File: src/rtl/nn_stream_adapter.sv
// Stream adapter for the layer-multiplexed network: deserialises samples into the start vector,
// waits for masked completion, then serialises selected result lanes. Optional watchdog: NN_WATCHDOG_EN.
module nn_stream_adapter #(
  parameter int unsigned NUM_NEURON = 6,
  parameter int unsigned INPUT_SIZE = 9,
  parameter logic [NUM_NEURON-1:0] OUTPUT_MASK = {NUM_NEURON{1'b1}},
  parameter int unsigned TIMEOUT_CYCLES = 4096
) (
  input  logic                             clk,
  input  logic                             rst,
  input  logic [INPUT_SIZE-1:0]            in_data,
  input  logic                             in_valid,
  output logic                             in_ready,
  output logic                             nn_start,
  output logic [NUM_NEURON*INPUT_SIZE-1:0] nn_input,
  input  logic [NUM_NEURON*INPUT_SIZE-1:0] nn_output,
  input  logic [NUM_NEURON-1:0]            nn_output_valid,
  output logic [INPUT_SIZE-1:0]            out_data,
  output logic                             out_valid,
  input  logic                             out_ready,
  output logic                             out_last,
  output logic                             busy,
  output logic                             error
);

  localparam int unsigned VEC_W = NUM_NEURON * INPUT_SIZE;
  localparam int unsigned IDX_W = (NUM_NEURON > 1) ? $clog2(NUM_NEURON) : 1;

  // An empty mask would never complete; a watchdog shorter than two cycles cannot cover GUARD.
  if (OUTPUT_MASK == '0 || TIMEOUT_CYCLES < 2) begin : g_bad_cfg
    $error("nn_stream_adapter: OUTPUT_MASK must be non-zero and TIMEOUT_CYCLES >= 2");
  end

  function automatic int unsigned mask_first(input logic [NUM_NEURON-1:0] m);
    int unsigned r;
    r = 0;
    for (int i = int'(NUM_NEURON) - 1; i >= 0; i--) begin
      if (m[i]) r = unsigned'(i);
    end
    return r;
  endfunction

  function automatic int unsigned mask_last(input logic [NUM_NEURON-1:0] m);
    int unsigned r;
    r = 0;
    for (int unsigned i = 0; i < NUM_NEURON; i++) begin
      if (m[i]) r = i;
    end
    return r;
  endfunction

  localparam logic [IDX_W-1:0] FIRST_IDX = IDX_W'(mask_first(OUTPUT_MASK));
  localparam logic [IDX_W-1:0] LAST_IDX  = IDX_W'(mask_last(OUTPUT_MASK));

  // Next streamed lane above cur; only called while cur is below LAST_IDX.
  function automatic logic [IDX_W-1:0] next_idx(input logic [IDX_W-1:0] cur);
    logic [IDX_W-1:0] r;
    logic             found;
    r     = cur;
    found = 1'b0;
    for (int unsigned i = 0; i < NUM_NEURON; i++) begin
      if (!found && i > 32'(cur) && OUTPUT_MASK[i]) begin
        r     = IDX_W'(i);
        found = 1'b1;
      end
    end
    return r;
  endfunction

  function automatic logic [INPUT_SIZE-1:0] lane_of(input logic [VEC_W-1:0] v,
                                                   input logic [IDX_W-1:0] i);
    return v[32'(i) * INPUT_SIZE +: INPUT_SIZE];
  endfunction

  typedef enum logic [2:0] {
    S_LOAD,
    S_START,
    S_GUARD,
    S_WAIT,
    S_DRAIN
  } state_t;

  state_t           state;
  logic [IDX_W-1:0] cnt;
  logic [IDX_W-1:0] idx;
  logic [VEC_W-1:0] result;
  logic             complete;

  assign complete = ((nn_output_valid & OUTPUT_MASK) == OUTPUT_MASK);
  assign in_ready = (state == S_LOAD);
  assign busy     = !((state == S_LOAD) && (cnt == '0));

`ifdef NN_WATCHDOG_EN
  localparam int unsigned WD_W = (TIMEOUT_CYCLES > 2) ? $clog2(TIMEOUT_CYCLES) : 1;
  logic [WD_W-1:0] wd_cnt;
  logic            error_q;
  assign error = error_q;
`else
  assign error = 1'b0;
`endif

  // Sequencer: load lanes, pulse start, mask stale valids, capture, drain selected lanes.
  always_ff @(posedge clk) begin
    if (rst) begin
      state     <= S_LOAD;
      cnt       <= '0;
      idx       <= '0;
      nn_input  <= '0;
      result    <= '0;
      nn_start  <= 1'b0;
      out_data  <= '0;
      out_valid <= 1'b0;
      out_last  <= 1'b0;
`ifdef NN_WATCHDOG_EN
      wd_cnt    <= '0;
      error_q   <= 1'b0;
`endif
    end else begin
      nn_start <= 1'b0;
      case (state)
        S_LOAD: begin
          if (in_valid) begin
            nn_input[32'(cnt) * INPUT_SIZE +: INPUT_SIZE] <= in_data;
            if (cnt == IDX_W'(NUM_NEURON - 1)) begin
              cnt      <= '0;
              state    <= S_START;
              nn_start <= 1'b1;
            end else begin
              cnt <= cnt + 1'b1;
            end
          end
        end
        S_START: begin
          state <= S_GUARD;
`ifdef NN_WATCHDOG_EN
          wd_cnt <= '0;
`endif
        end
        S_GUARD: begin
          state <= S_WAIT;
`ifdef NN_WATCHDOG_EN
          wd_cnt <= wd_cnt + 1'b1;
`endif
        end
        S_WAIT: begin
          if (complete) begin
            result    <= nn_output;
            idx       <= FIRST_IDX;
            out_data  <= lane_of(nn_output, FIRST_IDX);
            out_valid <= 1'b1;
            out_last  <= (FIRST_IDX == LAST_IDX);
            state     <= S_DRAIN;
          end
`ifdef NN_WATCHDOG_EN
          else if (wd_cnt == WD_W'(TIMEOUT_CYCLES - 1)) begin
            error_q <= 1'b1;
            cnt     <= '0;
            state   <= S_LOAD;
          end else begin
            wd_cnt <= wd_cnt + 1'b1;
          end
`endif
        end
        S_DRAIN: begin
          if (out_valid && out_ready) begin
            if (idx == LAST_IDX) begin
              out_valid <= 1'b0;
              out_last  <= 1'b0;
              state     <= S_LOAD;
            end else begin
              idx      <= next_idx(idx);
              out_data <= lane_of(result, next_idx(idx));
              out_last <= (next_idx(idx) == LAST_IDX);
            end
          end
        end
        default: state <= S_LOAD;
      endcase
    end
  end

endmodule

File: config.mk
export PLATFORM = sky130hd
export DESIGN_NAME = nn_stream_adapter
export DESIGN_NICKNAME = d
export VERILOG_FILES = /design/src/rtl/nn_stream_adapter.sv
export SDC_FILE = /design/constraint.sdc
export NUM_CORES = 1
export LEC_CHECK = 0
export BUFFER_PORTS_ARGS = -buffer_cell sky130_fd_sc_hd__buf_2
export CAP_MARGIN = 20
export CORE_MARGIN = 2
export CORE_UTILIZATION = 45
export DETAILED_ROUTE_END_ITERATION = 7
export GPL_TIMING_DRIVEN = 1
export PLACE_DENSITY = 0.71
export SYNTH_ARGS = -nofsm -noshare
export SYNTH_HDL_FRONTEND = slang
export SYNTH_SLANG_ARGS = --single-unit
File: constraint.sdc
create_clock -name clk -period 5.6 [get_ports clk]
set_clock_uncertainty 0.1 [all_clocks]
set_input_delay 0 -clock clk [delete_from_list [all_inputs] [get_ports clk]]
set_output_delay 0 -clock clk [all_outputs]
set_load 0.005 [all_outputs]
==> impl_metrics.csv <==
group,metric,value,unit
status,status,"complete, no violations",
detailed_routing,wl_per_cell,15.4,um
die,die_h,108,um
sta,setup_violations,0,
sta,period_minus_slack,2.60,ns
synth,synth-seq-cells,120,
synth,syn_nets,676,
synth,ys_seq_area_share,49.0,%
layout,final_util,64.7,%
clocking,cts_resized,0,
sta,finalCritPeriodShare,46.5,%
clocking,h-tree-depth,4,
clocking,tritoncts,"done",
layout,seqCellArea,2400,um^2
placed_design,hpwl,9190,um
layout,fillCellCount,893,
synth,netlist.area_leader.share,49.0,%
critical_path,startpoint_type,"flop",
clocking,cts_buffer_depth,2,
clocking,cts_buffers,17,
synth,synthArstFlopShare,0,%
synth,synth_area_leaders,"dfxtp_1, nand2_1, a21oi_1",
clocking,clock-sinks,120,
global_route,grt_pass1_vias,4751,
die,start_util,45.7,%
placed_design,numPortBuffers,140,
sta,timing.fmax,0.384,GHz
synth,postSynthAreaPerCell,8.22,um^2
critical_path,worstSetupPathType,"reg2reg",
global_route,grt_usage,24.7,%
detailed_routing,num_vias,4986,
power_and_ir_drop,p_leak,2.83,nW
critical_path,required,5.86,ns
synth,yosysWarnings,0,
detailed_routing,ant_nets,0,
sta,hold_viol,0,
global_route,grt_max_degree,112,
sta,rsz0062_at_grt,"false",
synth,synth_top_area_cell,"dfxtp_1",
sta,final.setup.tns,0,ns
critical_path,critPathArrivalTime,2.86,ns
synth,synth_cells,597,
sta,relSlewSlack,23.5,%
worst_hold_path,min_path_type,"in2reg",
global_route,grt_pass1_wl,22700,um
global_route,grt-ovfl-total,0,
detailed_routing,viasPerCell,5.36,
die,dieWidth,108,um
die,ioPinCount,142,
critical_path,reg2reg_slack,3.00,ns
die,die-area,11800,um^2
flow_run,maxCapViolCount,0,
detailed_routing,drtIter0Drc,325,
global_route,antenna_found_initial,0,
layout,synthToLayoutAreaGrowth,41.7,%
die,num_rows,38,
sta,hold_ws,0.00258,ns
critical_path,crit_family,"simple AND/OR/NAND/NOR gates",
layout,drive_above_1_share,22.9,%
synth,yosysMostFrequentCell,"nand2_1",
clocking,clkSlewWorstSetupHoldPaths,0.06,ns
layout,multi_input_area,2280,um^2
clocking,cts-root-buf,"clkbuf_8",
worst_hold_path,whs_path_depth,5,
power_and_ir_drop,p_per_area,327,nW/um^2
critical_path,crit_buf_inv,0,
critical_path,crit_cells,4,
critical_path,cp_slowest_cell,"nor4b_2",
power_and_ir_drop,ir_drop,0.000205,V
die,core_area,10700,um^2
detailed_routing,first_pass_iters,5,
detailed_routing,totalWireLength,14400,um
critical_path,worstPathMaxFanout,12,
critical_path,critPathMaxStageDelay,0.84,ns
clocking,cts_setup_buffers,0,
critical_path,reg2reg_depth,4,
synth,syn_area,4910,um^2
sta,slew_viol_final,0,
sta,tightestPinTransition,1.15,ns
detailed_routing,drcViolationCount,0,
layout,fin_nets,856,
synth,synth_cell_types,41,
placed_design,place_congestion,0.873,
clocking,clk_latency,0.51,ns
critical_path,cp-end-kind,"flop",
layout,n_antenna_cell,0,
synth,synthFlopType,"dfxtp_1",
critical_path,cp_cell_sequence,"nor4b_2 > nand4b_1 > mux2i_1 > nor2_1",
synth,synth_edf_count,0,
synth,synth_common_cells,"nand2_1, dfxtp_1, a21oi_1",
-- routing by layer --
layer,GRT usage (%),vias to the layer above,wire (um)
met4,10.3,0,315
met3,6.87,27,912
met1,28.5,2333,5890
li1,-,2431,-
met2,43.0,195,7240
met5,0,-,0
-- state kept, by name, indices dropped and copies added, names as in the netlist --
| name | flops |
|---|---|
| out_valid | 1 |
| nn_start | 1 |
| result | 45 |
| nn_input | 54 |
| cnt | 3 |
| out_last | 1 |
| out_data | 9 |
| state | 3 |
| idx | 3 |
-- final timing paths --
path / startpoint / end
worst max-delay path: state[2] / nn_input[40]
worst min-delay path: nn_output_valid[0] / state[0]
worst min register to register: result[38] / result[38]
worst max register to register: state[2] / nn_input[40]
-- what timing repair did --
action	CTS	global route
hold buffers	68	0
hold endpoints to repair	118	0
setup endpoints to repair	0	0
-- cell usage in the layout (no fill, tap or decap), types with 2 or more instances in the layout --
master and count:
a21oi_1 86, a221o_1 8, a31oi_1 2, and2_1 2, and3_1 5, buf_2 139
buf_4 4, bufinv_16 6, clkbuf_16 16, clkbuf_8 2, clkinvlp_4 3, dfxtp_1 120
dlygate4sd3_1 68, ha_1 6, inv_1 5, inv_6 4, mux2i_1 28, nand2_1 144
nand3_1 44, nand3b_1 3, nand4b_1 9, nor2_1 25, nor3_1 5, nor3b_1 3
o21ai_0 13, o22ai_1 18, o2bb2ai_1 2
-- tightest hold or removal path: cells and delay by family --
| kind | cells | cell delay, ns |
|---|---|---|
| and+or+nand+nor | 2 | 0.25 |
| buffers and inverters | 1 | 0.09 |
| AOI/OAI and AO/OA | 2 | 0.22 |
-- power breakdown --
group / internal [mW] / total (mW) / switching, mW / leakage, nW
logic: 0.0835 / 0.169 / 0.0855 / 1.54
registers: 0.865 / 0.876 / 0.0107 / 0.967
clock network: 0.829 / 1.23 / 0.399 / 0.319
total: 1.78 / 2.27 / 0.495 / 2.83
-- layout make-up --
type                            count  area share [%]
Sequential cell                   120            34.5
Inverter                            5           0.270
Multi-Input combinational cell    422            32.8
Tap cell                          140            2.52
Timing Repair Buffer              211            20.2
Clock inverter                     14            3.49
Clock buffer                       18            6.15
-- kinds of logic (layout without fill, tap and decap cells) --
family | Yosys count | after routing | synth area share (%)
AOI/OAI and AO/OA | 134 | 134 | 15.4
DFF | 120 | 120 | 49.0
other | 1 | 1 | 0.0764
adders and majority gates | 6 | 6 | 1.53
and+or+nand+nor | 253 | 253 | 23.5
buffers and inverters | 55 | 248 | 4.79
muxes | 28 | 28 | 5.71
-- per-stage QoR --
stage,cell area [um^2],power [mW],setup slack (ns),cells
6_report,6950,2.27,3.00,930
5_1_grt,6950,2.35,2.75,930
4_1_cts,6950,2.28,3.01,930
3_5_place_dp,5600,1.02,3.02,830
3_3_place_gp,5600,1.02,3.21,830
2_1_floorplan,4910,0.967,3.48,597
No activity file was read; power rests on OpenSTA's default activity.
